`config.mk`:
```
export PLATFORM = sky130hd
export DESIGN_NAME = freq_meas_ctrl_flat
export DESIGN_NICKNAME = d
export VERILOG_FILES = /design/src/rtl/freq_meas_pkg.sv /design/src/rtl/freq_meas_ctrl_if.sv /design/src/rtl/freq_meas_ctrl_gate_timer.sv /design/src/rtl/freq_meas_ctrl.sv /design/src/flat_wrapper.sv
export SDC_FILE = /design/constraint.sdc
export NUM_CORES = 1
export LEC_CHECK = 0
export BUFFER_PORTS_ARGS = -buffer_cell sky130_fd_sc_hd__buf_4
export CAP_MARGIN = 15
export CORE_ASPECT_RATIO = 1.25
export CORE_UTILIZATION = 54
export DETAILED_ROUTE_END_ITERATION = 8
export PLACE_DENSITY_LB_ADDON = 0.3
export SLEW_MARGIN = 20
export SYNTH_ARGS = -nofsm -noshare
export SYNTH_HDL_FRONTEND = slang
export SYNTH_SLANG_ARGS = --single-unit
```
`constraint.sdc`:
```
create_clock -name clk -period 2.1 [get_ports clk]
set_clock_uncertainty 0.2 [all_clocks]
set_input_delay 0.21 -clock clk [delete_from_list [all_inputs] [get_ports clk]]
set_output_delay 0.21 -clock clk [all_outputs]
set_load 0.01 [all_outputs]
```
`src/rtl/freq_meas_pkg.sv`:
```
// Shared definitions for the frequency-measurement sequencer: state encoding
// and default timing constants.
package freq_meas_pkg;

  localparam int unsigned DEF_CLK_HZ      = 50_000_000;
  localparam int unsigned DEF_GATE_CYCLES = 50_000_000;

  typedef enum logic [1:0] {
    IDLE  = 2'd0,
    ARM   = 2'd1,
    GATE  = 2'd2,
    LATCH = 2'd3
  } state_t;

endpackage

```
`src/rtl/freq_meas_ctrl_if.sv`:
```
// Control and result handshake between the measurement sequencer (slave)
// and its requester/consumer (master).
interface freq_meas_ctrl_if #(
  parameter int unsigned CNT_W = 26
);

  logic             start;
  logic             continuous;
  logic             stop;
  logic             result_ack;
  logic [CNT_W-1:0] freq_count;
  logic             result_valid;
  logic             overflow;
  logic             overrun;
  logic             busy;

  modport master (
    output start, continuous, stop, result_ack,
    input  freq_count, result_valid, overflow, overrun, busy
  );

  modport slave (
    input  start, continuous, stop, result_ack,
    output freq_count, result_valid, overflow, overrun, busy
  );

endinterface

```
`src/rtl/freq_meas_ctrl_gate_timer.sv`:
```
// Gate window timer: counts run cycles from a clear and flags the final
// cycle of a GATE_CYCLES-long window with a registered last.
module gate_timer
  import freq_meas_pkg::*;
#(
  parameter int unsigned GATE_CYCLES = DEF_GATE_CYCLES
) (
  input  logic clk,
  input  logic reset,
  input  logic clear,
  input  logic run,
  output logic last
);

  localparam int unsigned CW = (GATE_CYCLES > 1) ? $clog2(GATE_CYCLES) : 1;
  localparam logic [CW-1:0] PENULT = CW'(GATE_CYCLES - 2);

  logic [CW-1:0] cnt;

  // last is precomputed one cycle ahead so it equals (cnt == GATE_CYCLES-1)
  always_ff @(posedge clk) begin
    if (reset || clear) begin
      cnt  <= '0;
      last <= 1'b0;
    end else if (run) begin
      if (last) begin
        cnt  <= '0;
        last <= 1'b0;
      end else begin
        cnt  <= cnt + CW'(1);
        last <= (cnt == PENULT);
      end
    end
  end

endmodule

```
`src/rtl/freq_meas_ctrl.sv`:
```
// Frequency-measurement sequencer: counts synchronized rising edges of sig_in
// over a fixed gate window and hands each result out on a valid/ack handshake.
module freq_meas_ctrl
  import freq_meas_pkg::*;
#(
  parameter int unsigned CLK_HZ      = DEF_CLK_HZ,
  parameter int unsigned GATE_CYCLES = DEF_GATE_CYCLES,
  parameter int unsigned CNT_W       = 26,
  parameter int unsigned SYNC_STAGES = 2
) (
  input  logic                 clk,
  input  logic                 reset,
  input  logic                 sig_in,
  freq_meas_ctrl_if.slave      bus
);

  localparam bit PARAMS_OK = (CLK_HZ > 0) && (GATE_CYCLES >= 2) && (SYNC_STAGES >= 2);
  localparam logic [CNT_W-1:0] CNT_MAX = '1;

  if (!PARAMS_OK) begin : g_param_check
    $error("freq_meas_ctrl: GATE_CYCLES and SYNC_STAGES must be >= 2, CLK_HZ > 0");
  end

  state_t                 state;
  logic [SYNC_STAGES-1:0] sync_q;
  logic                   sync_prev;
  logic                   edge_c;
  logic [CNT_W-1:0]       edge_cnt;
  logic                   sat;
  logic                   gate_last;
  logic                   timer_clear_c;
  logic                   timer_run_c;

  // Input synchronizer and rising-edge history
  always_ff @(posedge clk) begin
    if (reset) begin
      sync_q    <= '0;
      sync_prev <= 1'b0;
    end else begin
      sync_q    <= {sync_q[SYNC_STAGES-2:0], sig_in};
      sync_prev <= sync_q[SYNC_STAGES-1];
    end
  end

  assign edge_c        = sync_q[SYNC_STAGES-1] & ~sync_prev;
  assign timer_clear_c = (state == ARM);
  assign timer_run_c   = (state == GATE);

  gate_timer #(
    .GATE_CYCLES(GATE_CYCLES)
  ) u_gate_timer (
    .clk   (clk),
    .reset (reset),
    .clear (timer_clear_c),
    .run   (timer_run_c),
    .last  (gate_last)
  );

  // Sequencer, edge counter and result/handshake registers
  always_ff @(posedge clk) begin
    if (reset) begin
      state            <= IDLE;
      edge_cnt         <= '0;
      sat              <= 1'b0;
      bus.freq_count   <= '0;
      bus.result_valid <= 1'b0;
      bus.overflow     <= 1'b0;
      bus.overrun      <= 1'b0;
      bus.busy         <= 1'b0;
    end else begin
      // An ack retires the result unless LATCH below publishes a new one
      if (bus.result_ack) begin
        bus.result_valid <= 1'b0;
      end

      case (state)
        IDLE: begin
          if (bus.start && !bus.stop) begin
            state    <= ARM;
            bus.busy <= 1'b1;
          end
        end

        ARM: begin
          edge_cnt <= '0;
          sat      <= 1'b0;
          if (bus.stop) begin
            state    <= IDLE;
            bus.busy <= 1'b0;
          end else begin
            state <= GATE;
          end
        end

        GATE: begin
          if (edge_c) begin
            if (edge_cnt == CNT_MAX) begin
              sat <= 1'b1;
            end else begin
              edge_cnt <= edge_cnt + CNT_W'(1);
            end
          end
          if (bus.stop) begin
            state    <= IDLE;
            bus.busy <= 1'b0;
          end else if (gate_last) begin
            state <= LATCH;
          end
        end

        LATCH: begin
          bus.freq_count   <= edge_cnt;
          bus.overflow     <= sat;
          bus.result_valid <= 1'b1;
          if (bus.result_valid && !bus.result_ack) begin
            bus.overrun <= 1'b1;
          end
          if (bus.continuous && !bus.stop) begin
            state <= ARM;
          end else begin
            state    <= IDLE;
            bus.busy <= 1'b0;
          end
        end

        default: begin
          state    <= IDLE;
          bus.busy <= 1'b0;
        end
      endcase
    end
  end

endmodule

```
`src/flat_wrapper.sv`:
```
// flat-port wrapper written by rule: the top's interface ports become plain ports
module freq_meas_ctrl_flat import freq_meas_pkg::*;
#(
  parameter int unsigned CLK_HZ      = DEF_CLK_HZ,
  parameter int unsigned GATE_CYCLES = DEF_GATE_CYCLES,
  parameter int unsigned CNT_W       = 26,
  parameter int unsigned SYNC_STAGES = 2
)
  (clk, reset, sig_in, bus_start, bus_continuous, bus_stop, bus_result_ack, bus_freq_count, bus_result_valid, bus_overflow, bus_overrun, bus_busy);
  freq_meas_ctrl_if #(.CNT_W(CNT_W)) bus_i ();
  input  logic clk;
  input  logic reset;
  input  logic sig_in;
  input wire logic [$bits(bus_i.start)-1:0] bus_start;
  input wire logic [$bits(bus_i.continuous)-1:0] bus_continuous;
  input wire logic [$bits(bus_i.stop)-1:0] bus_stop;
  input wire logic [$bits(bus_i.result_ack)-1:0] bus_result_ack;
  output wire logic [$bits(bus_i.freq_count)-1:0] bus_freq_count;
  output wire logic [$bits(bus_i.result_valid)-1:0] bus_result_valid;
  output wire logic [$bits(bus_i.overflow)-1:0] bus_overflow;
  output wire logic [$bits(bus_i.overrun)-1:0] bus_overrun;
  output wire logic [$bits(bus_i.busy)-1:0] bus_busy;
  assign bus_i.start = bus_start;
  assign bus_i.continuous = bus_continuous;
  assign bus_i.stop = bus_stop;
  assign bus_i.result_ack = bus_result_ack;
  assign bus_freq_count = bus_i.freq_count;
  assign bus_result_valid = bus_i.result_valid;
  assign bus_overflow = bus_i.overflow;
  assign bus_overrun = bus_i.overrun;
  assign bus_busy = bus_i.busy;
  freq_meas_ctrl #(.CLK_HZ(CLK_HZ), .GATE_CYCLES(GATE_CYCLES), .CNT_W(CNT_W), .SYNC_STAGES(SYNC_STAGES)) u_core (.clk(clk), .reset(reset), .sig_in(sig_in), .bus(bus_i));
endmodule
```
-- After elaboration in Yosys (flattened, before gate mapping)
Index checks and enable logic that the tools add are counted.
- flip-flop bits (word level): 89
- logic and storage cells: 63
- muxes and demuxes: 20
- add/subtract/negate cells: 2
- equal/unequal tests: 12
- reductions and logical operators: 15
- bitwise operators: 2
- operator list (cell ; count):
    26-bit 2-to-1 mux ; 3
    26-bit by 1-bit adder with 26-bit output, second input constant ; 2
    26-bit == test, second input constant ; 2
    26-bit one-hot mux with 2 select lines ; 1
    1-bit 2-to-1 mux ; 9
    3-bit AND reduction ; 3
    2-bit 2-to-1 mux ; 4
    2-bit one-hot mux with 4 select lines ; 1
    2-bit by 1-bit != test with 1-bit output, second input constant ; 3
    2-bit != test, second input constant ; 3
    2-bit == test, second input constant ; 2
    2-bit AND reduction ; 2
    2-bit nonzero test ; 2
    1-bit logical AND ; 3
    3-bit != test, second input constant ; 1
    1-bit one-hot mux with 3 select lines ; 1
    2-bit by 1-bit == test with 1-bit output, second input constant ; 1
    1-bit logical NOT ; 2
    2-bit logical NOT ; 1
    1-bit one-hot mux with 2 select lines ; 1
    2-bit OR reduction ; 1
    1-bit AND ; 1
    1-bit logical OR ; 1
    1-bit NOT ; 1

-- Longest topological paths before layout
Gate-level depths: netlist of the first run.
- depth after elaboration: 4
- mapped depth: 10

-- Modules after synthesis
From an unflattened synthesis of the first run, not the netlist that was laid out.
- cells, all modules: 465
- area, all modules: 4159.0 um^2
- modules (own cells, without submodules) (module ; sequential area each (um^2) ; times used ; cells an instance ; area an instance (um^2)):
    freq_meas_ctrl ; 1241.2 ; 1 ; 307 ; 2820.2
    gate_timer ; 540.5 ; 1 ; 158 ; 1338.8

-- Worst setup path before layout of the first run
No wires, ideal clock.
- path kind: reg-to-reg
- start point: register u_core.edge_cnt[0]
- end point: register u_core.edge_cnt[22]
- arrival: 1887 ps
- stages on the path, launching flop included: 7
- period minus slack after synthesis: 2162 ps
- path buffers: 0
- setup slack: -62 ps
- cells stage by stage: dfxtp_1 > ha_1 > nand4_2 > nor3_2 > nand4_1 > or4_1 > a31oi_1
- word-level cells in the longest chain between the ends: 4
- RTL lines (item ; line ; text):
    from (decl) ; freq_meas_ctrl.sv:28 ; logic [CNT_W-1:0] edge_cnt;
    from (signal assigned) ; freq_meas_ctrl.sv:100 ; edge_cnt <= edge_cnt + CNT_W'(1);
    26-bit by 1-bit adder with 26-bit output ; freq_meas_ctrl.sv:100 ;
    26-bit 2-to-1 mux ; freq_meas_ctrl.sv:97 ; if (edge_cnt == CNT_MAX) begin
    26-bit 2-to-1 mux ; freq_meas_ctrl.sv:96 ; if (edge_c) begin
    26-bit one-hot mux with 2 select lines ; freq_meas_ctrl.sv:76 ; case (state)
Several ways; a longest one is shown, not always the timed one. The select of a mux whose other input is x is not followed.
A chain may end at the register's enable or synchronous reset.

-- Worst setup path after layout of the first run
- start point: register u_core.edge_cnt[24]
- end point: register u_core.edge_cnt[7]
- word-level cells in the longest chain between the ends: 3
- RTL lines (item ; line):
    26-bit == test ; freq_meas_ctrl.sv:97
    2-bit != test (no line) ; n/a
    3-bit AND reduction (no line) ; n/a
No other way between the ends.

==> results of run 1 <==
==> routing by layer <==
layer | track usage (%) | vias to the layer above | routed length (um)
met3 | 5.59 | 36 | 465
met2 | 52.2 | 118 | 5830
met4 | 13.7 | 0 | 350
met1 | 29.1 | 1923 | 4310
met5 | 0 | - | 0
li1 | - | 1975 | -
==> cells in the mapped netlist (11+ instances only) <==
master / number
sky130_fd_sc_hd__a21oi_1: 18
sky130_fd_sc_hd__a31oi_1: 12
sky130_fd_sc_hd__and4_1: 11
sky130_fd_sc_hd__clkbuf_1: 14
sky130_fd_sc_hd__dfxtp_1: 89
sky130_fd_sc_hd__mux2i_1: 31
sky130_fd_sc_hd__nand2_1: 36
sky130_fd_sc_hd__nand3_1: 27
sky130_fd_sc_hd__nand4_1: 21
sky130_fd_sc_hd__nor2_1: 75
sky130_fd_sc_hd__nor3_1: 11
sky130_fd_sc_hd__xnor2_1: 12
==> sequential cells by signal, indices dropped and copies added (netlist names) <==
name and cells:
u_core.u_gate_timer.last 1, u_core.bus.overrun 1, u_core.bus.overflow 1, u_core.u_gate_timer.cnt 26, u_core.edge_cnt 26, u_core.bus.busy 1
u_core.bus.result_valid 1, u_core.bus.freq_count 26, u_core.sync_q 2, u_core.sync_prev 1, u_core.sat 1, u_core.state 2
==> logic make-up after synthesis <==
family / synth area share (%)
compound gates: 10.1
xor+xnor: 4.51
fa+ha+maj: 2.34
buf+inv: 3.92
flops: 41.7
mux: 8.06
simple gates: 29.3
==> metrics by stage <==
stage,instance area (um^2),instances,setup slack (ns),hold slack (ns)
after floorplan,4280,498,0.00668,0.138
after global placement,5000,655,0.0329,0.219
after detailed placement,5000,655,-0.0749,0.243
after CTS,5280,676,0.0120,0.130
after global routing,5390,682,-0.0437,0.159
final,5390,682,0.0480,0.137
==> layout by cell type, fill, tap and decap left out, types with 4 or more instances in the layout <==
cell and count:
sky130_fd_sc_hd__a211oi_1 9, sky130_fd_sc_hd__a21oi_1 18, sky130_fd_sc_hd__a31oi_1 12, sky130_fd_sc_hd__and3_1 8, sky130_fd_sc_hd__and4_1 10, sky130_fd_sc_hd__buf_4 95
sky130_fd_sc_hd__clkbuf_8 9, sky130_fd_sc_hd__dfxtp_1 81, sky130_fd_sc_hd__dfxtp_2 7, sky130_fd_sc_hd__dlygate4sd3_1 5, sky130_fd_sc_hd__ha_1 4, sky130_fd_sc_hd__inv_1 8
sky130_fd_sc_hd__mux2i_1 31, sky130_fd_sc_hd__nand2_1 35, sky130_fd_sc_hd__nand3_1 25, sky130_fd_sc_hd__nand4_1 21, sky130_fd_sc_hd__nor2_1 74, sky130_fd_sc_hd__nor2b_1 5
sky130_fd_sc_hd__nor3_1 11, sky130_fd_sc_hd__nor4_1 5, sky130_fd_sc_hd__nor4_2 7, sky130_fd_sc_hd__o211ai_1 5, sky130_fd_sc_hd__o21ai_0 5, sky130_fd_sc_hd__o21ai_1 5
sky130_fd_sc_hd__or3_1 7, sky130_fd_sc_hd__or4_1 7, sky130_fd_sc_hd__xnor2_1 12, sky130_fd_sc_hd__xor2_1 10
==> final timing paths <==
| path | depth (start not counted) | to | start |
|---|---|---|---|
| setup / recovery | 6 | u_core.edge_cnt[7]$_SDFFE_PP0P_ | u_core.edge_cnt[24]$_SDFFE_PP0P_ |
| hold / removal | 5 | u_core.state[0]$_SDFFE_PP0P_ | bus_continuous |
| setup reg to reg | 6 | u_core.edge_cnt[7]$_SDFFE_PP0P_ | u_core.edge_cnt[24]$_SDFFE_PP0P_ |
| hold reg to reg | 1 | u_core.sync_q[1]$_SDFF_PP0_ | u_core.sync_q[0]$_SDFF_PP0_ |
==> worst reg2reg max path, cell delays in order, from the launching register on <==
cell and delay [ns]:
sky130_fd_sc_hd__dfxtp_1 0.34, sky130_fd_sc_hd__nand4_1 0.20, sky130_fd_sc_hd__or4_4 0.56, sky130_fd_sc_hd__buf_6 0.17, sky130_fd_sc_hd__nor2_4 0.18, sky130_fd_sc_hd__o21ai_1 0.09
sky130_fd_sc_hd__a211oi_1 0.24
==> power by group through the flow <==
stage / Clock (mW) / Sequential (mW) / Combinational (mW)
global route: 1.14 / 1.70 / 0.296
detailed placement: 0 / 1.74 / 0.241
CTS: 1.07 / 1.70 / 0.255
finish: 1.05 / 1.70 / 0.271
global placement: 0 / 1.74 / 0.235
floorplan: 0 / 1.74 / 0.143
==> timing repair <==
action | 4_1_cts | 5_1_grt
cloned | 0 | 2
endpoints found under the setup margin | 10 | 20
buffers inserted | 0 | 4
pin swaps | 2 | 13
hold endpoints to repair | 8 | 0
hold buffers | 5 | 0
gates resized for setup | 14 | 21
==> area by class of cell <==
type / count / share of cell area [%]
well taps: 92 / 2.14
clock buffers: 9 / 2.30
inverters: 10 / 0.697
clock inverters: 7 / 0.883
repair buffers: 105 / 15.4
multi-input cells: 370 / 45.3
flip-flops and latches: 89 / 33.3
==> tab_implementation.tex, run 1 <==
\begin{tabular}{lr}
\hline
Metric & Value \\
\hline
\multicolumn{2}{l}{\textbf{Place}} \\
Post-DP HPWL & between 7 and 8 mm \\
Number of port buffers & 36 \\
Routability congestion estimate & just over 0.9 \\
\multicolumn{2}{l}{\textbf{Setup path}} \\
Critical Path AT & 2.13 ns \\
Family of cells with the greatest summed delay on the critical path & simple AND/OR/NAND/NOR gates \\
Flop-to-flop setup slack & approximately 0.048 ns \\
Cell-by-cell listing of the critical path & nand4\_1, or4\_4, buf\_6, nor2\_4, o21ai\_1, a211oi\_1 \\
Crit path buffers/inverters & 1 \\
Element type at the critical path start & flop \\
Cell type of the slowest stage on the worst timing path & sky130\_fd\_sc\_hd\_\_or4\_4 \\
Crit Path Max Fanout & 7 \\
Longest individual stage delay on the worst path & about 0.55 ns \\
Data required time at the worst endpoint & 2.18 ns \\
Worst setup path category & reg -> reg \\
Nature of the critical path endpoint & flop \\
\multicolumn{2}{l}{\textbf{Drt}} \\
Number of DRC markers after the initial detailed-route iteration & around 280 \\
Routed WL & 11.0 mm \\
DR vias & just over 4000 \\
Routed length per instance & about 16 um \\
Avg Vias per Cell & between 5 and 6 \\
Number of iterations in the first detailed-routing pass & 5 \\
Final ANT Viol Nets & 0 \\
Drc violations & 0 \\
\multicolumn{2}{l}{\textbf{Layout}} \\
\# fillers & slightly below 600 \\
Layout cells sized above 1 & 26.3\% \\
Layout Area Growth over Synthesis & 26.1\% \\
Diode count & 0 \\
Nets & 600 \\
Post-layout util & approximately 71\% \\
Combined area of the multi-input logic cells & between 2000 and 2500 um\^{}2 \\
Area taken by flip-flops and latches & $\sim$1800 um\^{}2 \\
\multicolumn{2}{l}{\textbf{Logic synthesis}} \\
Mapped Area & between 4000 and 5000 um\^{}2 \\
Leading post-synthesis cells by cell area & sky130\_fd\_sc\_hd\_\_dfxtp\_1 42\%, sky130\_fd\_sc\_hd\_\_mux2i\_1 7.3\%, sky130\_fd\_sc\_hd\_\_nor2\_1 6.6\%, sky130\_fd\_sc\_hd\_\_nand2\_1 3.2\%, sky130\_fd\_sc\_hd\_\_nand3\_1 3.2\% \\
Cell accounting for the most synthesized area & sky130\_fd\_sc\_hd\_\_dfxtp\_1 \\
Synth Flop Type & sky130\_fd\_sc\_hd\_\_dfxtp\_1 \\
Count of cell types in the netlist & 50 \\
Yosys warning total & 0 \\
Fraction of the yosys area taken by sequential cells & between 40\% and 50\% \\
Number of flops mapped to enable cells by yosys & 0 \\
Post-Syn Area per Cell & approximately 8.6 um\^{}2 \\
Mapped Nets & $\sim$510 \\
FF+latch count, synth & between 80 and 90 \\
Fraction of registers with async set or reset after synthesis & 0\% \\
Post-Syn Instances & 498 \\
Top-area cell type share of the netlist area & 41.7\% \\
\multicolumn{2}{l}{\textbf{Pwr}} \\
Total internal power & 2.23 mW \\
Flop pwr share & a little under three fifths \\
Worst ir drop on vdd & about 0.00039 V \\
Pleak & a little under 2 nW \\
Total power draw & between 3 and 4 mW \\
Net Switching & just under 0.8 mW \\
Switching share of power & between 20\% and 30\% \\
Fraction of power consumed by the clock network & about a third \\
Power Dens Cells & 560 nW/um\^{}2 \\
Relative contribution of combinational cells to total power & approximately 9\% \\
\multicolumn{2}{l}{\textbf{Clock tree}} \\
H-tree depth & 3 \\
Clock insertion delay at the later pin of the skew report & around 0.36 ns \\
TritonCTS clock tree & done \\
Clock Pin Slew Worst Setup and Hold Paths & $\sim$0.09 ns \\
Master cell of the clock root buffer & sky130\_fd\_sc\_hd\_\_clkbuf\_8 \\
Clock sink count & 89 \\
CTS max path bufs & 2 \\
Number of buffers created by CTS & 9 \\
\multicolumn{2}{l}{\textbf{STA}} \\
Final hold violation count & 0 \\
Final max-slew violation count & 0 \\
F\_max & slightly below 500 MHz \\
Final critical path time including I/O delays and setup & 2.05 ns \\
Endpoints failing setup & 0 \\
Setup TNS after final layout & 0 ns \\
Measured slew at the worst slew-check pin & 0.431 ns \\
Final period utilization & a little under 100\% \\
Max\_slew headroom & 71.2\% \\
\multicolumn{2}{l}{\textbf{Floorplan}} \\
Overall die width & between 80 and 90 um \\
Core Region & around 7500 um\^{}2 \\
Die footprint & 8270 um\^{}2 \\
Std cell rows & 35 \\
Starting density of the core & between 50 and 60\% \\
Die height & 101 um \\
Num ports & 37 \\
\multicolumn{2}{l}{\textbf{Global routing}} \\
Largest net degree at the start of global routing & 24 \\
First-pass GRT wire length & roughly 18 mm \\
Total global routing track utilization & 28.0\% \\
Sum of overflow across all layers after global routing & 0 \\
Vias in the first global route & just under 4000 \\
Number of antenna violations at the first check in global routing & 0 \\
\multicolumn{2}{l}{\textbf{Min path}} \\
Worst min-delay path class & in -> reg \\
\multicolumn{2}{l}{\textbf{Outcome}} \\
Run status & finished clean \\
\multicolumn{2}{l}{\textbf{Job}} \\
Count of maximum capacitance violations & 0 \\
\hline
\end{tabular}
(Power assumes the default switching activity.)
==> run 2, diff against run 1 <==
--- a/config.mk
+++ b/config.mk
@@ -5,12 +5,13 @@
 export SDC_FILE = /design/constraint.sdc
 export NUM_CORES = 1
 export LEC_CHECK = 0
+export ABC_AREA = 1
 export BUFFER_PORTS_ARGS = -buffer_cell sky130_fd_sc_hd__buf_4
 export CAP_MARGIN = 15
 export CORE_ASPECT_RATIO = 1.25
 export CORE_UTILIZATION = 54
 export DETAILED_ROUTE_END_ITERATION = 8
-export PLACE_DENSITY_LB_ADDON = 0.3
+export PLACE_DENSITY = 0.75
 export SLEW_MARGIN = 20
 export SYNTH_ARGS = -nofsm -noshare
 export SYNTH_HDL_FRONTEND = slang
==> tab_implementation.tex, run 2 <==
\begin{tabular}{lr}
\hline
Metric & Value \\
\hline
\multicolumn{2}{l}{\textbf{Outcome}} \\
Run status & finished clean \\
\multicolumn{2}{l}{\textbf{Pwr}} \\
Power Dens Cells & 1050 nW/um\^{}2 (+88\%) \\
Pleak & 2.33 nW (+19\%) \\
Worst ir drop on vdd & 0.00117 V (+200\%) \\
Total power draw & 5.55 mW (+84\%) \\
\multicolumn{2}{l}{\textbf{Floorplan}} \\
Die footprint & 8690 um\^{}2 (+5.1\%) \\
Num ports & 37 (unchanged) \\
Core Region & 7930 um\^{}2 (+5.2\%) \\
Starting density of the core & 56.7\% (about the same) \\
Std cell rows & 36 (+2.9\%) \\
Die height & 104 um (+2.5\%) \\
Overall die width & 83.6 um (+2.5\%) \\
\multicolumn{2}{l}{\textbf{Logic synthesis}} \\
Most instantiated cells after synthesis & 149 x sky130\_fd\_sc\_hd\_\_nand2\_1, 107 x sky130\_fd\_sc\_hd\_\_nor2\_1, 89 x sky130\_fd\_sc\_hd\_\_dfxtp\_1, 82 x sky130\_fd\_sc\_hd\_\_inv\_1, 57 x sky130\_fd\_sc\_hd\_\_nand3\_1 \\
Cell accounting for the most synthesized area & sky130\_fd\_sc\_hd\_\_dfxtp\_1 \\
Mapped Nets & 695 (+35\%) \\
Synth Flop Type & sky130\_fd\_sc\_hd\_\_dfxtp\_1 \\
Leading post-synthesis cells by cell area & sky130\_fd\_sc\_hd\_\_dfxtp\_1 40\%, sky130\_fd\_sc\_hd\_\_nand2\_1 12\%, sky130\_fd\_sc\_hd\_\_nor2\_1 8.9\%, sky130\_fd\_sc\_hd\_\_inv\_1 6.8\%, sky130\_fd\_sc\_hd\_\_nand3\_1 6.3\% \\
Number of flops mapped to enable cells by yosys & 0 (unchanged) \\
Mapped Area & 4490 um\^{}2 (+5.2\%) \\
Fraction of registers with async set or reset after synthesis & 0\% (unchanged) \\
Count of cell types in the netlist & 31 (-38\%) \\
Post-Syn Area per Cell & 6.61 um\^{}2 (-23\%) \\
Count leader, synth & sky130\_fd\_sc\_hd\_\_nand2\_1 \\
Yosys warning total & 0 (unchanged) \\
Top-area cell type share of the netlist area & 39.6\% (-2.1 points) \\
FF+latch count, synth & 89 (unchanged) \\
Post-Syn Instances & 680 (+37\%) \\
Fraction of the yosys area taken by sequential cells & 39.6\% (-2.1 points) \\
\multicolumn{2}{l}{\textbf{Clock tree}} \\
Number of buffers created by CTS & 9 (unchanged) \\
H-tree depth & 3 (unchanged) \\
CTS max path bufs & 2 (unchanged) \\
Clock sink count & 89 (unchanged) \\
Clock insertion delay at the later pin of the skew report & 0.36 ns (about the same) \\
Master cell of the clock root buffer & sky130\_fd\_sc\_hd\_\_clkbuf\_8 \\
Clock Pin Slew Worst Setup and Hold Paths & 0.08 ns (about the same) \\
TritonCTS clock tree & done \\
\multicolumn{2}{l}{\textbf{STA}} \\
Setup repair after global routing missed its margin & no \\
Final period utilization & 94.3\% (-3.4 points) \\
Max\_slew headroom & 66.4\% (-4.8 points) \\
Final hold violation count & 0 (unchanged) \\
Final critical path time including I/O delays and setup & 1.98 ns (-0.0724 ns) \\
Smallest hold slack & 0.0665 ns (-0.0700 ns) \\
Final max-slew violation count & 0 (unchanged) \\
Final worst-path setup slack & 0.120 ns (+0.0724 ns) \\
Endpoints failing setup & 0 (unchanged) \\
F\_max & 505 MHz (+3.7\%) \\
Measured slew at the worst slew-check pin & 0.504 ns (+0.0725 ns) \\
\multicolumn{2}{l}{\textbf{Drt}} \\
Drc violations & 0 (unchanged) \\
Avg Vias per Cell & 5.39 (-9.3\%) \\
Number of iterations in the first detailed-routing pass & 5 (unchanged) \\
Routed WL & 11.6 mm (+5.7\%) \\
Number of DRC markers after the initial detailed-route iteration & 222 (-19\%) \\
Final ANT Viol Nets & 0 (unchanged) \\
DR vias & 4502 (+11\%) \\
Routed length per instance & 13.9 um (-14\%) \\
\multicolumn{2}{l}{\textbf{Global routing}} \\
Total global routing track utilization & 28.2\% (+0.15 points) \\
Number of antenna violations at the first check in global routing & 0 (unchanged) \\
Sum of overflow across all layers after global routing & 0 (unchanged) \\
First-pass GRT wire length & 19.9 mm (+12\%) \\
Vias in the first global route & 4565 (+16\%) \\
Largest net degree at the start of global routing & 49 (+100\%) \\
\multicolumn{2}{l}{\textbf{Layout}} \\
Most frequent standard cell in the layout excluding fill and tap cells & sky130\_fd\_sc\_hd\_\_nand2\_1 \\
Diode count & 0 (unchanged) \\
Final non-filler cell area & 5280 um\^{}2 (-2.0\%) \\
Regs by FF count & u\_core.bus.freq\_count (26), u\_core.edge\_cnt (26), u\_core.u\_gate\_timer.cnt (26) \\
Most frequent cells in the layout & 149 x sky130\_fd\_sc\_hd\_\_nand2\_1, 101 x sky130\_fd\_sc\_hd\_\_nor2\_1, 88 x sky130\_fd\_sc\_hd\_\_dfxtp\_1 \\
Layout Area Growth over Synthesis & 17.4\% \\
Nets & 750 (+25\%) \\
Layout cells sized above 1 & 13.6\% (-13 points) \\
\multicolumn{2}{l}{\textbf{Setup path}} \\
Element type at the critical path start & flop \\
Worst setup path category & reg -> reg \\
Flop-to-flop setup slack & 0.12 ns (+0.07 ns) \\
Crit Path Max Fanout & 4 (-3) \\
Data required time at the worst endpoint & 2.19 ns (about the same) \\
Nature of the critical path endpoint & flop \\
Critical Path AT & 2.07 ns (-0.06 ns) \\
Capturing point of the worst reg2reg path & u\_core.u\_gate\_timer.cnt[23]\$\_SDFFE\_PP0P\_ \\
Reg-to-reg startpoint & u\_core.state[0]\$\_SDFFE\_PP0P\_ \\
Worst reg2reg path depth & 12 (+6) \\
\multicolumn{2}{l}{\textbf{Min path}} \\
Cell depth of the worst min-delay path & 4 (-1) \\
Worst min-delay path class & in -> reg \\
Launch point of the worst hold path & bus\_stop \\
End point of the most critical hold path & u\_core.state[1]\$\_SDFFE\_PP0P\_ \\
\multicolumn{2}{l}{\textbf{Place}} \\
Placed instance area & 4980 um\^{}2 (-0.38\%) \\
Worst Setup Slack post-DPL & -0.0311 ns (+0.0439 ns) \\
Post-DP HPWL & 8.54 mm (+11\%) \\
Routability congestion estimate & 0.966 (+6.4\%) \\
Number of port buffers & 36 (unchanged) \\
\multicolumn{2}{l}{\textbf{Job}} \\
Count of maximum capacitance violations & 0 (unchanged) \\
\hline
\end{tabular}
## run 2: cell families after synthesis
kind of cell | synth area share [%]
AND/OR/NAND/NOR | 34.7
adder cells (fa/ha/maj) | 2.23
AO/OA/AOI/OAI | 12.6
XOR/XNOR | 0.974
flip-flops | 39.6
buffers and inverters | 9.88
## run 2: worst max-delay path by stage
stage | start | end | slack (ns) | cells after the start
floorplan | u_core.edge_cnt[1]$_SDFFE_PP0P_ | u_core.edge_cnt[20]$_SDFFE_PP0P_ | 0.20 | 11
global placement | u_core.state[0]$_SDFFE_PP0P_ | u_core.u_gate_timer.cnt[23]$_SDFFE_PP0P_ | 0.13 | 11
detailed placement | u_core.state[0]$_SDFFE_PP0P_ | u_core.u_gate_timer.cnt[23]$_SDFFE_PP0P_ | -0.03 | 11
CTS | u_core.state[0]$_SDFFE_PP0P_ | u_core.u_gate_timer.cnt[23]$_SDFFE_PP0P_ | 0.004 | 11
global route | u_core.u_gate_timer.cnt[1]$_SDFFE_PP0P_ | u_core.u_gate_timer.cnt[22]$_SDFFE_PP0P_ | 0.008 | 9
finish | u_core.state[0]$_SDFFE_PP0P_ | u_core.u_gate_timer.cnt[23]$_SDFFE_PP0P_ | 0.12 | 12
## run 2: critical path: stages, from the launching register on
cell and delay [ns]:
sky130_fd_sc_hd__dfxtp_1 0.34, sky130_fd_sc_hd__inv_2 0.09, sky130_fd_sc_hd__ha_2 0.21, sky130_fd_sc_hd__nand2_1 0.07
sky130_fd_sc_hd__nor2_1 0.12, sky130_fd_sc_hd__nand2_1 0.09, sky130_fd_sc_hd__inv_1 0.12, sky130_fd_sc_hd__nand3_1 0.14
sky130_fd_sc_hd__nor2_2 0.17, sky130_fd_sc_hd__buf_4 0.13, sky130_fd_sc_hd__a21o_1 0.10, sky130_fd_sc_hd__inv_1 0.04
sky130_fd_sc_hd__nor2_1 0.09
## run 2: repair_timing
item | 4_1_cts | 5_1_grt
cloned | 0 | 0
endpoints found under the hold margin | 17 | 0
endpoints found under the setup margin | 1 | 20
gates resized for setup | 1 | 12
setup buffers | 1 | 0
pin swaps | 1 | 1
hold buffers | 5 | 0
## run 2: area by class of cell
type                            instances  area [um^2]
Fill cell                             730         2650
Multi-Input combinational cell        481         2300
Sequential cell                        89         1780
Timing Repair Buffer                   70          551
Inverter                               84          315
Clock buffer                           14          173
Tap cell                               95          119
Clock inverter                          2         35.0
## run 2: through the flow
step	util (%)	setup TNS (ns)	instances
floorplan	-	0	680
global placement	62.8	0	813
detailed placement	62.8	-0.0311	813
CTS	66.2	0	835
global route	66.6	0	835
finish	66.6	0	835
## run 2: report_power, final
part,leakage (nW),internal [mW],switching [mW]
registers,0.722,1.88,0.130
clock network,0.107,0.648,0.595
logic,1.51,0.852,1.44
## run 2: routing by layer
layer  wire length [um]  vias to the layer above  track usage (%)
met5                  0                        -                0
met4                374                        0             15.1
met3                362                       38             5.40
met2               6150                      105             51.7
met1               4690                     2068             29.9
li1                   -                     2291                -
==> run 3, diff against run 2 <==
==> constraint.sdc (replaced) <==
create_clock -name clk -period 1.68 [get_ports clk]
set_clock_uncertainty 0.2 [all_clocks]
set_input_delay 0.168 -clock clk [delete_from_list [all_inputs] [get_ports clk]]
set_output_delay 0.168 -clock clk [all_outputs]
set_load 0.01 [all_outputs]
==> tab_implementation.tex, run 3 (same netlist as run 2, synthesis figures left out) <==
\begin{tabular}{lr}
\hline
Metric & Value \\
\hline
\multicolumn{2}{l}{\textbf{Drt}} \\
Routed WL & 16.9 mm (+46\%) \\
Final ANT Viol Nets & 0 (unchanged) \\
DR vias & 5466 (+21\%) \\
Routed length on met1 & 5.73 mm (+22\%) \\
Avg Vias per Cell & 5.92 (+9.8\%) \\
Number of DRC markers after the initial detailed-route iteration & 510 (+130\%) \\
Number of iterations in the first detailed-routing pass & 6 (+1) \\
Drc violations & 0 (unchanged) \\
Routed length per instance & 18.3 um (+32\%) \\
Highest routed metal layer & met4 \\
Detailed route wirelength on metal2 & 8.61 mm (+40\%) \\
WL met3 & 1.09 mm (+200\%) \\
\multicolumn{2}{l}{\textbf{Min path}} \\
Cell depth of the worst min-delay path & 5 (+1) \\
End point of the most critical hold path & u\_core.bus.busy\$\_SDFFE\_PP0P\_ \\
Worst min-delay path class & in -> reg \\
Launch point of the worst hold path & bus\_continuous \\
\multicolumn{2}{l}{\textbf{Clock tree}} \\
TritonCTS clock tree & done \\
Clock sink count & 89 (unchanged) \\
Clock Pin Slew Worst Setup and Hold Paths & 0.08 ns (about the same) \\
Master cell of the clock root buffer & sky130\_fd\_sc\_hd\_\_clkbuf\_8 \\
CTS max path bufs & 2 (unchanged) \\
Number of buffers created by CTS & 9 (unchanged) \\
Clock insertion delay at the later pin of the skew report & 0.38 ns (+0.02 ns) \\
H-tree depth & 3 (unchanged) \\
\multicolumn{2}{l}{\textbf{Layout}} \\
Non-filler instance count after layout & 923 (+11\%) \\
Most frequent standard cell in the layout excluding fill and tap cells & sky130\_fd\_sc\_hd\_\_buf\_4 \\
Layout cells sized above 1 & 37.0\% (+23 points) \\
Nets & 838 (+12\%) \\
Final non-filler cell area & 6730 um\^{}2 (+28\%) \\
Most frequent cells in the layout & 136 x sky130\_fd\_sc\_hd\_\_buf\_4, 128 x sky130\_fd\_sc\_hd\_\_nand2\_1, 84 x sky130\_fd\_sc\_hd\_\_nor2\_1 \\
Regs by FF count & u\_core.bus.freq\_count (26), u\_core.edge\_cnt (26), u\_core.u\_gate\_timer.cnt (26) \\
Diode count & 0 (unchanged) \\
Layout Area Growth over Synthesis & 49.8\% \\
\multicolumn{2}{l}{\textbf{Pwr}} \\
Pleak & 2.97 nW (+27\%) \\
Worst ir drop on vdd & 0.00107 V (-8.8\%) \\
Power Dens Cells & 1370 nW/um\^{}2 (+31\%) \\
\multicolumn{2}{l}{\textbf{Global routing}} \\
Number of antenna violations at the first check in global routing & 0 (unchanged) \\
Vias in the first global route & 5084 (+11\%) \\
First-pass GRT wire length & 22.1 mm (+11\%) \\
Total global routing track utilization & 31.3\% (+3.2 points) \\
Sum of overflow across all layers after global routing & 0 (unchanged) \\
Largest net degree at the start of global routing & 46 (-6.1\%) \\
\multicolumn{2}{l}{\textbf{Floorplan}} \\
Overall die width & 83.6 um (unchanged) \\
Starting density of the core & 56.7\% (unchanged) \\
Die height & 104 um (unchanged) \\
Std cell rows & 36 (unchanged) \\
Core Region & 7930 um\^{}2 (unchanged) \\
Num ports & 37 (unchanged) \\
Die footprint & 8690 um\^{}2 (unchanged) \\
\multicolumn{2}{l}{\textbf{STA}} \\
Setup repair after global routing missed its margin & yes \\
Measured slew at the worst slew-check pin & 0.498 ns (-0.00619 ns) \\
Final period utilization & 113\% (+19 points) \\
Final max-slew violation count & 0 (unchanged) \\
Final hold violation count & 0 (unchanged) \\
Final worst-path setup slack & -0.217 ns (-0.338 ns) \\
Smallest hold slack & 0.0930 ns (+0.0265 ns) \\
Final critical path time including I/O delays and setup & 1.90 ns (-0.0823 ns) \\
Max\_slew headroom & 66.5\% (+0.14 points) \\
Setup TNS after final layout & -5.23 ns (-5.23 ns) \\
Endpoints failing setup & 47 (+47) \\
F\_max & 527 MHz (+4.3\%) \\
\multicolumn{2}{l}{\textbf{Outcome}} \\
Violations in the final reports & negative setup slack \\
Run status & finished, violations left \\
\multicolumn{2}{l}{\textbf{Setup path}} \\
Crit Path Max Fanout & 5 (+1) \\
Capturing point of the worst reg2reg path & u\_core.edge\_cnt[10]\$\_SDFFE\_PP0P\_ \\
Element type at the critical path start & flop \\
Reg-to-reg startpoint & u\_core.edge\_cnt[11]\$\_SDFFE\_PP0P\_ \\
Data required time at the worst endpoint & 1.73 ns (-0.46 ns) \\
Nature of the critical path endpoint & flop \\
Critical Path AT & 1.95 ns (-0.12 ns) \\
Worst setup path category & reg -> reg \\
Worst reg2reg path depth & 10 (-2) \\
Flop-to-flop setup slack & -0.22 ns (-0.34 ns) \\
\multicolumn{2}{l}{\textbf{Place}} \\
Placed instance area & 5580 um\^{}2 (+12\%) \\
Placed cell count & 881 (+8.4\%) \\
Number of port buffers & 36 (unchanged) \\
Post-DP HPWL & 9.02 mm (+5.6\%) \\
Routability congestion estimate & 0.899 (-6.9\%) \\
\multicolumn{2}{l}{\textbf{Job}} \\
Count of maximum capacitance violations & 0 (unchanged) \\
\hline
\end{tabular}
## run 3: cell count changes in the layout (fill, tap and decap cells not counted), moves of 11 or more
| cell | delta |
|---|---|
| sky130_fd_sc_hd__a21oi_1 | -16 |
| sky130_fd_sc_hd__a21oi_2 | +16 |
| sky130_fd_sc_hd__buf_4 | +72 |
| sky130_fd_sc_hd__dfxtp_1 | -17 |
| sky130_fd_sc_hd__dfxtp_2 | +14 |
| sky130_fd_sc_hd__nand2_1 | -21 |
| sky130_fd_sc_hd__nand2_2 | +14 |
| sky130_fd_sc_hd__nand3_1 | -16 |
| sky130_fd_sc_hd__nand3_4 | +11 |
| sky130_fd_sc_hd__nor2_1 | -17 |
| sky130_fd_sc_hd__nor2_4 | +11 |
## run 3: per-layer routing
layer  vias to the layer above  global-route usage, %
li1                       2479                      -
met1                      2512                   30.9
met2                       328                   58.1
met3                       147                   5.56
met4                         0                   22.2
met5                         -                      0
## run 3: how the worst max path moves through the flow
| stage | startpoint | to | slack, ns | depth (start not counted) |
|---|---|---|---|---|
| 2_1_floorplan | u_core.edge_cnt[1]$_SDFFE_PP0P_ | u_core.edge_cnt[20]$_SDFFE_PP0P_ | -0.04 | 11 |
| 3_3_place_gp | u_core.state[1]$_SDFFE_PP0P_ | u_core.edge_cnt[18]$_SDFFE_PP0P_ | -0.07 | 9 |
| 3_5_place_dp | u_core.state[1]$_SDFFE_PP0P_ | u_core.edge_cnt[10]$_SDFFE_PP0P_ | -0.16 | 8 |
| 4_1_cts | u_core.edge_cnt[1]$_SDFFE_PP0P_ | u_core.edge_cnt[20]$_SDFFE_PP0P_ | -0.10 | 12 |
| 5_1_grt | u_core.edge_cnt[7]$_SDFFE_PP0P_ | u_core.edge_cnt[10]$_SDFFE_PP0P_ | -0.40 | 9 |
| 6_report | u_core.edge_cnt[11]$_SDFFE_PP0P_ | u_core.edge_cnt[10]$_SDFFE_PP0P_ | -0.22 | 10 |
## run 3: what timing repair did
| item | 4_1_cts | 5_1_grt |
|---|---|---|
| cloned | 3 | 2 |
| endpoints found under the hold margin | 6 | 0 |
| setup endpoints to repair | 51 | 60 |
| setup buffers | 13 | 8 |
| hold buffers | 4 | 0 |
| pin swaps | 21 | 35 |
| resized for setup | 55 | 123 |
## run 3: metrics by stage
| stage | util (%) | power [mW] | setup WS [ns] |
|---|---|---|---|
| after floorplan | - | 4.60 | -0.0420 |
| after detailed placement | 70.4 | 5.63 | -0.162 |
| after global routing | 84.9 | 9.61 | -0.404 |
| after CTS | 78.2 | 8.30 | -0.100 |
| final | 84.9 | 9.24 | -0.217 |
| after global placement | 70.4 | 5.54 | -0.0726 |
## run 3: final cells by class
cell class / instances / area (um^2)
multi-input cells: 483 / 2920
flip-flops and latches: 89 / 1810
repair buffers: 156 / 1310
fillers: 430 / 1190
inverters: 84 / 330
clock buffers: 11 / 141
well taps: 95 / 119
clock inverters: 5 / 103
## run 3: report_power, final
group / leakage [nW] / internal [mW] / switching, mW
clock: 0.120 / 1.03 / 0.798
sequential: 0.731 / 2.36 / 0.163
combinational: 2.12 / 1.98 / 2.91
## run 3: worst max-delay path, cell delays in order, from the launching register on
cell	delay, ns
sky130_fd_sc_hd__dfxtp_2	0.36
sky130_fd_sc_hd__nand2_1	0.11
sky130_fd_sc_hd__nor2_2	0.15
sky130_fd_sc_hd__nand2_2	0.13
sky130_fd_sc_hd__nor2_8	0.14
sky130_fd_sc_hd__nand3_4	0.11
sky130_fd_sc_hd__nand2_8	0.13
sky130_fd_sc_hd__buf_12	0.15
sky130_fd_sc_hd__nand2_8	0.10
sky130_fd_sc_hd__nand2_2	0.11
sky130_fd_sc_hd__a21oi_2	0.06
